`src/rtl/seq_det_pkg.sv`:
```
// Shared types and helpers for the runtime-programmable serial pattern detector.
package seq_det_pkg;

    typedef enum logic [1:0] {
        UNCFG = 2'd0,
        FILL  = 2'd1,
        ARMED = 2'd2
    } state_t;

    // Width needed to hold values 0..value-1 (ceil(log2(value))).
    function automatic int clog2(input int unsigned value);
        int unsigned v;
        int          result;
        v      = (value > 0) ? value - 1 : 0;
        result = 0;
        while (v != 0) begin
            result = result + 1;
            v      = v >> 1;
        end
        return result;
    endfunction

endpackage

```
`src/rtl/seq_det_shift.sv`:
```
// Bit history shift register with a fill counter that saturates at PATTERN_W.
// shift_hist/shift_fill expose the post-shift values so matches can be judged on them.
module seq_det_shift #(
    parameter int PATTERN_W = 4,
    parameter int FILL_W    = 3
) (
    input  logic                 clk,
    input  logic                 rst,
    input  logic                 clear,
    input  logic                 shift,
    input  logic                 din,
    output logic [PATTERN_W-1:0] hist,
    output logic [FILL_W-1:0]    fill,
    output logic [PATTERN_W-1:0] shift_hist,
    output logic [FILL_W-1:0]    shift_fill
);

    localparam logic [FILL_W-1:0] FULL = FILL_W'(PATTERN_W);

    always_comb begin
        shift_hist = {hist[PATTERN_W-2:0], din};
        shift_fill = (fill == FULL) ? fill : fill + FILL_W'(1);
    end

    // clear wins over shift so a non-overlapping match restarts from empty
    always_ff @(posedge clk) begin
        if (rst || clear) begin
            hist <= '0;
            fill <= '0;
        end else if (shift) begin
            hist <= shift_hist;
            fill <= shift_fill;
        end
    end

endmodule

```
`src/rtl/seq_detector_param.sv`:
```
// Programmable serial pattern detector: masked compare against a runtime pattern,
// overlapping/non-overlapping modes, registered match pulse and saturating match counter.
module seq_detector_param #(
    parameter int PATTERN_W = 4,
    parameter int COUNT_W   = 8
) (
    input  logic                 clk,
    input  logic                 rst,
    input  logic                 enable,
    input  logic                 overlap_en,
    input  logic                 cfg_load,
    input  logic [PATTERN_W-1:0] cfg_pattern,
    input  logic [PATTERN_W-1:0] cfg_mask,
    input  logic                 count_clr,
    input  logic                 x_valid,
    input  logic                 x,
    output logic                 y,
    output logic [COUNT_W-1:0]   match_count,
    output logic                 armed
);

    import seq_det_pkg::*;

    localparam int                FILL_W = clog2(PATTERN_W + 1);
    localparam logic [FILL_W-1:0] FULL   = FILL_W'(PATTERN_W);

    state_t                 state_q;
    state_t                 state_d;
    logic [PATTERN_W-1:0]   pattern_q;
    logic [PATTERN_W-1:0]   mask_q;
    logic [PATTERN_W-1:0]   hist;
    logic [PATTERN_W-1:0]   shift_hist;
    logic [FILL_W-1:0]      fill;
    logic [FILL_W-1:0]      shift_fill;
    logic                   consume;
    logic                   match;
    logic                   hist_clear;

    seq_det_shift #(
        .PATTERN_W (PATTERN_W),
        .FILL_W    (FILL_W)
    ) u_shift (
        .clk        (clk),
        .rst        (rst),
        .clear      (hist_clear),
        .shift      (consume),
        .din        (x),
        .hist       (hist),
        .fill       (fill),
        .shift_hist (shift_hist),
        .shift_fill (shift_fill)
    );

    always_comb begin
        state_d    = state_q;
        consume    = 1'b0;
        match      = 1'b0;
        hist_clear = 1'b0;
        if (cfg_load) begin
            state_d    = FILL;
            hist_clear = 1'b1;
        end else begin
            case (state_q)
                UNCFG: state_d = UNCFG;
                FILL, ARMED: begin
                    if (enable && x_valid) begin
                        consume = 1'b1;
                        match   = (shift_fill == FULL) &&
                                  (((shift_hist ^ pattern_q) & mask_q) == '0);
                        if (match && !overlap_en) begin
                            hist_clear = 1'b1;
                            state_d    = FILL;
                        end else if (shift_fill == FULL) begin
                            state_d = ARMED;
                        end else begin
                            state_d = FILL;
                        end
                    end
                end
                default: begin
                    state_d    = UNCFG;
                    hist_clear = 1'b1;
                end
            endcase
        end
    end

    always_ff @(posedge clk) begin
        if (rst) begin
            state_q   <= UNCFG;
            pattern_q <= '0;
            mask_q    <= '0;
            y         <= 1'b0;
        end else begin
            state_q <= state_d;
            y       <= match;
            if (cfg_load) begin
                pattern_q <= cfg_pattern;
                mask_q    <= cfg_mask;
            end
        end
    end

    // count_clr beats a coincident match; the count then holds at all-ones
    always_ff @(posedge clk) begin
        if (rst || count_clr) begin
            match_count <= '0;
        end else if (match && (match_count != '1)) begin
            match_count <= match_count + COUNT_W'(1);
        end
    end

    assign armed = (state_q == ARMED);

endmodule

```
`config.mk`:
```
export PLATFORM = sky130hd
export DESIGN_NAME = seq_detector_param
export DESIGN_NICKNAME = d
export VERILOG_FILES = /design/src/rtl/seq_det_pkg.sv /design/src/rtl/seq_det_shift.sv /design/src/rtl/seq_detector_param.sv
export SDC_FILE = /design/constraint.sdc
export NUM_CORES = 1
export LEC_CHECK = 0
export CORE_ASPECT_RATIO = 1.25
export CORE_MARGIN = 2
export CORE_UTILIZATION = 45
export CTS_CLUSTER_DIAMETER = 60
export CTS_CLUSTER_SIZE = 28
export DETAILED_ROUTE_END_ITERATION = 16
export PLACE_DENSITY = 0.8
export SYNTH_ARGS = -nofsm -noshare
export SYNTH_HDL_FRONTEND = slang
export SYNTH_HIERARCHICAL = 1
export SYNTH_SLANG_ARGS = --single-unit
```
`constraint.sdc`:
```
create_clock -name clk -period 8.3 [get_ports clk]
set_input_delay 1.66 -clock clk [delete_from_list [all_inputs] [get_ports clk]]
set_output_delay 1.66 -clock clk [all_outputs]
set_load 0.02 [all_outputs]
```
Word-level counts from Yosys, hierarchy flattened
Cells that the tools add are included.
{"block": "totals", "ff_bits": 25, "latch_bits": 0, "ramBits": 0, "romBits": 0, "in_bits": 16, "out_inout_bits": 10, "elab_cells": 46, "n_memories": 0}
{"block": "classes", "n_addsub": 2, "mul": 0, "div": 0, "n_lt_le_gt_ge": 0, "n_eq_ne": 6, "shifts": 0, "muxes": 16, "n_bitwise": 3, "reduce_logical": 11}
{"operator": "$mux 1", "count": 12}
{"operator": "$add 8x1->8 const B", "count": 1}
{"operator": "$ne 8x8->1 const B", "count": 1}
{"operator": "$eq 3x3->1 const B", "count": 2}
{"operator": "$and 4x4->4", "count": 1}
{"operator": "$logic_and 1x1->1", "count": 4}
{"operator": "$logic_not 4->1", "count": 1}
{"operator": "$mux 2", "count": 2}
{"operator": "$xor 4x4->4", "count": 1}
{"operator": "$add 3x1->3 const B", "count": 1}
{"operator": "$mux 3", "count": 1}
{"operator": "$ne 3x3->1 const B", "count": 1}
{"operator": "$reduce_or 3->1", "count": 1}
{"operator": "$eq 2x1->1 const B", "count": 1}
{"operator": "$eq 2x2->1 const B", "count": 1}
{"operator": "$logic_not 2->1", "count": 1}
{"operator": "$logic_or 1x1->1", "count": 2}
{"operator": "$pmux 1 s2", "count": 1}
{"operator": "$reduce_or 2->1", "count": 1}
{"operator": "$logic_not 1->1", "count": 1}
{"operator": "$not 1->1", "count": 1}

Depth between registers and ports, before layout
Gate-level depths: netlist of run 1.
{"block": "depth", "ltp_word": 10, "ltp_mapped": 11, "ltp_nobuf": 10}

By module
Netlist of run 1, hierarchy kept.
{"module": "seq_detector_param", "n_inst": 1, "cells_each": 117, "area_per_inst_um2": 1046.0, "seq_area_each_um2": 380.4}
{"module": "seq_det_shift", "n_inst": 1, "cells_each": 40, "area_per_inst_um2": 405.4, "seq_area_each_um2": 140.1}

Worst setup path after synthesis of run 1
No wires, ideal clock.
{"block": "synth_path", "path_kind": "input to register", "startpoint": "in x", "endpoint": "reg u_shift.fill[1]", "setup_time_ps": 123, "t_arrival_ps": 3093, "required_time_ps": 8177, "path_slack_ps": 5084, "path_stages": 8, "path_buffers": 2, "path_cell_list": "buf_4 -> xor2_1 -> a21o_1 -> buf_6 -> nor4_2 -> a311o_1 -> nor3b_1 -> mux2_1"}
{"block": "synth_between", "elab_chain_len": 10}
{"element": "from (decl)", "line": "seq_detector_param.sv:16", "text": "input logic x,"}
{"element": "$xor 4x4->4", "line": "seq_detector_param.sv:69", "text": "(((shift_hist ^ pattern_q) & mask_q) == '0);"}
{"element": "$and 4x4->4", "line": "seq_detector_param.sv:69"}
{"element": "$logic_not 4->1", "line": "seq_detector_param.sv:69"}
{"element": "$logic_and 1x1->1", "line": "seq_detector_param.sv:68", "text": "match = (shift_fill == FULL) &&"}
{"element": "$logic_and 1x1->1", "line": "seq_detector_param.sv:70", "text": "if (match && !overlap_en) begin"}
{"element": "$mux 1", "line": "seq_detector_param.sv:70"}
{"element": "$mux 1", "line": "seq_detector_param.sv:66", "text": "if (enable && x_valid) begin"}
{"element": "$pmux 1 s2", "line": "seq_detector_param.sv:63", "text": "case (state_q)"}
{"element": "$mux 1", "line": "seq_detector_param.sv:59", "text": "if (cfg_load) begin"}
{"element": "named net hist_clear", "line": "seq_detector_param.sv:37", "text": "logic hist_clear;"}
{"element": "$logic_or 1x1->1", "line": "seq_det_shift.sv:27", "text": "if (rst || clear) begin"}
{"element": "to (signal assigned)", "line": "seq_det_shift.sv:32", "text": "fill <= shift_fill;"}
{"element": "to (decl)", "line": "seq_det_shift.sv:13", "text": "output logic [FILL_W-1:0] fill,"}
The timed path passes the listed nets, and every way through them passes these cells.
A chain may end at the register's enable or synchronous reset.

Worst setup path in the final report of run 1
{"block": "layout_path", "startpoint": "in cfg_load", "endpoint": "reg match_count[2]"}
{"block": "layout_between", "elab_chain_len": 2}
{"element": "from (decl)", "line": "seq_detector_param.sv:11", "text": "input logic cfg_load,"}
{"element": "$mux 1", "line": "seq_detector_param.sv:59"}
{"element": "$logic_and 1x1->1", "line": "seq_detector_param.sv:108", "text": "end else if (match && (match_count != '1)) begin"}
{"element": "to (signal assigned)", "line": "seq_detector_param.sv:109", "text": "match_count <= match_count + COUNT_W'(1);"}
{"element": "to (decl)", "line": "seq_detector_param.sv:18", "text": "output logic [COUNT_W-1:0] match_count,"}
Every way passes these cells.

==> metrics.md, run 1 <==
| Metric | Value |
|---|---|
| Clock sink count | `25` |
| Minimum clock period | `3.69 ns` |
| Routed vias | `between 1000 and 1500` |
| Pleak | `0.600 nW` |
| Area of the mapped netlist | `about 0.0014 mm2` |
| H-Tree Depth | `1` |
| Gr ovfl total | `0` |
| # rows | `22` |
| Hold Crit Start | `state_q[1]` |
| Kind of critical path | `input port to register` |
| DR WL/cell | `around 14 um` |
| Initial DRC count | `29` |
| First-pass GRT wire length | `5.09 mm` |
| GPL Wtd Cong | `between 0.7 and 0.8` |
| Final Max Tran Viols | `0` |
| IO Count | `26` |
| Maximum achievable frequency | `271 MHz` |
| Final Cycle Share | `0.445` |
| Core area | `0.00297 mm2` |
| Final Hold Viols | `0` |
| Setup TNS | `0 ns` |
| Met3 usage in global routing | `0.0224` |
| Worst-Skew Late Latency | `approximately 0.31 ns` |
| Largest net degree at the start of global routing | `23` |
| Final ANT Viol Nets | `0` |
| Synth Instances | `about 150` |
| Reg2Reg Setup Slack | `5.18 ns` |
| VDD IR max | `between 0.00006 and 0.00007 V` |
| Initial antenna violation count | `0` |
| CP startpoint kind | `input port` |
| GRT Total Usage | `0.187` |
| Final Skew | `just under 0.01 ns` |
| Setup bufs post-CTS | `0` |
| Slack of the critical path | `4.61 ns` |
| Post-Route WL | `between 2 and 3 mm` |
| PostCTS Resize Cnt | `0` |
| Critical Path End Type | `register` |
| Worst Tran Pin Value | `0.777 ns` |
| Worst-path clk slew | `0.14 ns` |
| Worst R2R End | `u_shift/fill[1]` |
| Clk buf depth | `2` |
| Synth warn | `6` |
| Initial Util | `0.477` |
| Worst Reg-to-Reg Cells | `10` |
| Vias per cell | `around 5.7` |
| # diodes | `0` |
| DR DRC count | `0` |
| Worst EP required | `about 8.5 ns` |
| DP Area | `between 0.0015 and 0.002 mm2` |
| First-pass detailed-route iteration total | `4` |
| Die ar. | `0.00362 mm2` |
| Final Cell Area | `around 0.0017 mm2` |
| Status | `finished, final reports clean` |
| Fin nets | `195` |
| Synth-to-Final Area Change | `17.9%` |
| Hold Crit Class | `register to register` |
| Clk root buf | `clkbuf_4` |
| # fillers | `286` |
| Setup violations, final | `0` |
| # hold bufs at CTS | `0` |
| Die Height | `between 60 and 70 um` |
| Busiest grt layer | `met2` |
| Die W | `54.2 um` |
| GRT met1 Usage | `0.216` |
| RSZ-0062 raised after global routing | `no` |
| Pwr/cell area | `around 120 mW/mm2` |
| Critical Path AT | `3.93 ns` |
| Syn Nets | `about 180` |
| Syn Area/Cell | `around 9 um2` |
| CTS tree | `done` |
| Total of max-cap violations | `0` |
| Tot Pwr | `between 0.2 and 0.25 mW` |
| Ratio of cells with drive above 1 in the final layout | `0.0636` |
| Max FO, Critical Path | `13` |
| Min-Delay Endpoint | `state_q[1]` |
| Met2 Track Usage GR | `0.337` |
| Reg-to-Reg Start | `u_shift/fill[0]` |
| PortBufs | `25` |
| Hold Crit Depth | `2` |
| Max-Slew Margin vs Limit | `0.480` |
| Setup WS pre-CTS | `~4.3 ns` |
| Num CTS Buffers | `3` |
| Vias in the first global route | `between 1000 and 1500` |
| Detail Placement HPWL | `~2.2 mm` |
| Commonest non-fill, non-tap cells in the layout | `clkdlybuf4s50_1 (25), dfxtp_1 (25), mux2i_1 (18)` |
worst max path at each step:
stage | start | endpoint | slack [ns] | cells after the start
after floorplan | x | u_shift/fill[1] | 5.08 | 8
after global placement | cfg_load | match_count[3] | 4.41 | 5
after detailed placement | cfg_load | match_count[2] | 4.28 | 5
after CTS | cfg_load | match_count[2] | 4.62 | 5
after global routing | cfg_load | match_count[2] | 4.41 | 5
final | cfg_load | match_count[2] | 4.61 | 5
state kept, by name, indices dropped and copies added (netlist names):
name / flops
match_count: 8
mask_q: 4
pattern_q: 4
u_shift/fill: 3
u_shift/hist: 3
state_q: 2
y: 1
metrics by stage:
step,hold slack [ns],std cells,utilization
6_report,0.509,209,0.562
2_1_floorplan,0.460,154,-
4_1_cts,0.513,209,0.562
5_1_grt,0.545,209,0.562
3_5_place_dp,0.488,205,0.553
3_3_place_gp,0.477,205,0.553
power breakdown:
part / switching (mW) / internal (mW) / total [mW]
Sequential: 0.00161 / 0.123 / 0.124
Clock: 0.0352 / 0.0180 / 0.0532
Combinational: 0.0113 / 0.0125 / 0.0238
Total: 0.0481 / 0.153 / 0.201
per-layer routing:
metal | vias to the layer above | part of all wire
met5 | - | 0
met4 | 0 | 0.0080
met3 | 2 | 0.037
met2 | 26 | 0.54
met1 | 583 | 0.42
li1 | 583 | -
final cells by class:
type	count	area [um2]	share of cell area
clock buffers	3	22.5	0.0135
inverters	8	30.0	0.0180
well taps	36	45.0	0.0269
repair buffers	25	250	0.150
clock inverters	1	5.00	0.00299
multi-input cells	111	818	0.490
flip-flops and latches	25	500	0.299
worst max-delay path: stages:
cell	delay (ns)
clkdlybuf4s50_1	0.72
and4b_1	0.62
o21ai_1	0.32
nor4_1	0.37
mux2i_1	0.23
Power figures use the tool's default switching activity.
==> inputs of run 2 (changes only) <==
- clock period: 8.3 -> 3.8 ns (I/O delays scaled with it)
==> run 2 against run 1 <==
Worst setup slack got worse by 3.9 ns. Sequential share of layout area decreased by 0.31 points. Design area up 1.0%. Clock-buffer cell count did not move. Largest power group unchanged. Highest routed layer unchanged.
==> metrics.md, run 2 (synthesized netlist as in run 1, its figures left out) <==
| Metric | Value |
|---|---|
| DR WL/cell | `~14 um` |
| Final Max Tran Viols | `0` |
| Max-Slew Margin vs Limit | `0.443` |
| Largest net degree at the start of global routing | `23` |
| Num CTS Buffers | `3` |
| Status | `finished, final reports clean` |
| Detail Placement HPWL | `between 2 and 2.5 mm` |
| Synth-to-Final Area Change | `19.2%` |
| Pleak | `a little over 0.6 nW` |
| CP startpoint kind | `register` |
| CTS tree | `done` |
| Pwr/cell area | `between 200 and 300 mW/mm2` |
| Die Height | `between 60 and 70 um` |
| Critical Path End Type | `register` |
| # diodes | `0` |
| Maximum achievable frequency | `roughly 330 MHz` |
| H-Tree Depth | `1` |
| Die W | `54.2 um` |
| IO Count | `26` |
| Final Hold Viols | `0` |
| # fillers | `between 200 and 300` |
| Clock sink count | `25` |
| Vias per cell | `between 5 and 6` |
| Setup violations, final | `0` |
| Tot Pwr | `between 0.4 and 0.5 mW` |
| Largest registers | `match_count: 8 flops, mask_q: 4 flops, pattern_q: 4 flops` |
| Core area | `0.00297 mm2` |
| Final Cell Area | `around 0.0017 mm2` |
| # hold bufs at CTS | `0` |
| Critical Path AT | `around 3.3 ns` |
| Final ANT Viol Nets | `0` |
| Initial DRC count | `18` |
| Total of max-cap violations | `0` |
| Setup bufs post-CTS | `0` |
| Top reg by flops | `match_count` |
| Hold Crit Class | `register to register` |
| Clk root buf | `clkbuf_4` |
| Post-Route WL | `slightly below 3 mm` |
| Minimum clock period | `3.04 ns` |
| Initial Util | `0.477` |
| VDD IR max | `approximately 0.00019 V` |
| Kind of critical path | `register to register` |
| GRT Total Usage | `0.183` |
| Final Skew | `slightly below 0.005 ns` |
| DR DRC count | `0` |
| Worst-path clk slew | `0.14 ns` |
| Final Cycle Share | `0.801` |
| Clk buf depth | `2` |
| Die ar. | `between 0.003 and 0.004 mm2` |
| Worst-Skew Late Latency | `~0.31 ns` |
| Max reg flops | `8` |
| RSZ-0062 raised after global routing | `no` |
| Fin nets | `slightly below 200` |
| Setup TNS | `0 ns` |
| Routed vias | `around 1200` |
| First-pass GRT wire length | `between 4 and 5 mm` |
| # rows | `22` |
| Vias in the first global route | `between 1000 and 1500` |
| PostCTS Resize Cnt | `0` |
| Layout Cells excl Fill | `between 200 and 250` |
| Worst hold slack | `between 0.5 and 0.6 ns` |
| Initial antenna violation count | `0` |
| Ratio of cells with drive above 1 in the final layout | `0.0743` |
| Commonest non-fill, non-tap cells in the layout | `clkdlybuf4s50_1 (25), dfxtp_1 (25), mux2i_1 (18)` |
| Worst Tran Pin Value | `0.834 ns` |
| Worst EP required | `4.02 ns` |
| Max FO, Critical Path | `10` |
| Gr ovfl total | `0` |
| # placed instances | `207` |
| First-pass detailed-route iteration total | `5` |
| DP Area | `between 0.0015 and 0.002 mm2` |
| PortBufs | `25` |
| GPL Wtd Cong | `0.828` |
-- run 2: cell count changes in the layout (fill, tap and decap cells not counted) --
cell        change
buf_4           +2
clkinv_2        -1
clkinvlp_4      +1
-- run 2: final timing paths --
check | from | to | slack, ns | depth (start not counted)
hold reg to reg | match_count[5] | match_count[5] | 0.51 | 2
hold / removal | match_count[5] | match_count[5] | 0.51 | 2
setup / recovery | u_shift/fill[0] | u_shift/fill[0] | 0.76 | 10
setup reg to reg | u_shift/fill[0] | u_shift/fill[0] | 0.76 | 10
-- run 2: layout make-up --
cell class	count	area, um2	area share
clock buffer	3	22.5	0.0133
clock inverter	1	7.51	0.00444
inverter	8	30.0	0.0178
multi-input combinational	111	818	0.484
sequential	25	500	0.296
tap	36	45.0	0.0267
timing repair buffer	27	265	0.157
-- run 2: critical path, stage by stage, from the launching register on --
cell and delay, ns:
dfxtp_1 0.40, inv_1 0.09, ha_1 0.27, nand2_2 0.11, mux2_4 0.30, or3b_4 0.40, a21o_1 0.29, nor4_2 0.35
a311o_1 0.35, nor3_1 0.08, mux2_1 0.32
-- run 2: per-layer routing --
metal  GRT usage  up-vias  wire length, um
met2       0.331       28             1530
met1       0.211      568             1200
met5           0        -                0
li1            -      593                -
met4      0.0438        0               34
met3      0.0381        4              131
-- run 2: power breakdown --
group	switching, mW	internal (mW)	total, mW
logic	0.0256	0.0287	0.0542
registers	0.00322	0.268	0.271
clock network	0.0824	0.0401	0.123
-- run 2: per-stage QoR --
stage	setup slack, ns	utilization
detailed placement	0.770	0.558
global placement	0.890	0.558
CTS	0.757	0.568
finish	0.757	0.568
global route	0.537	0.568
floorplan	1.05	-
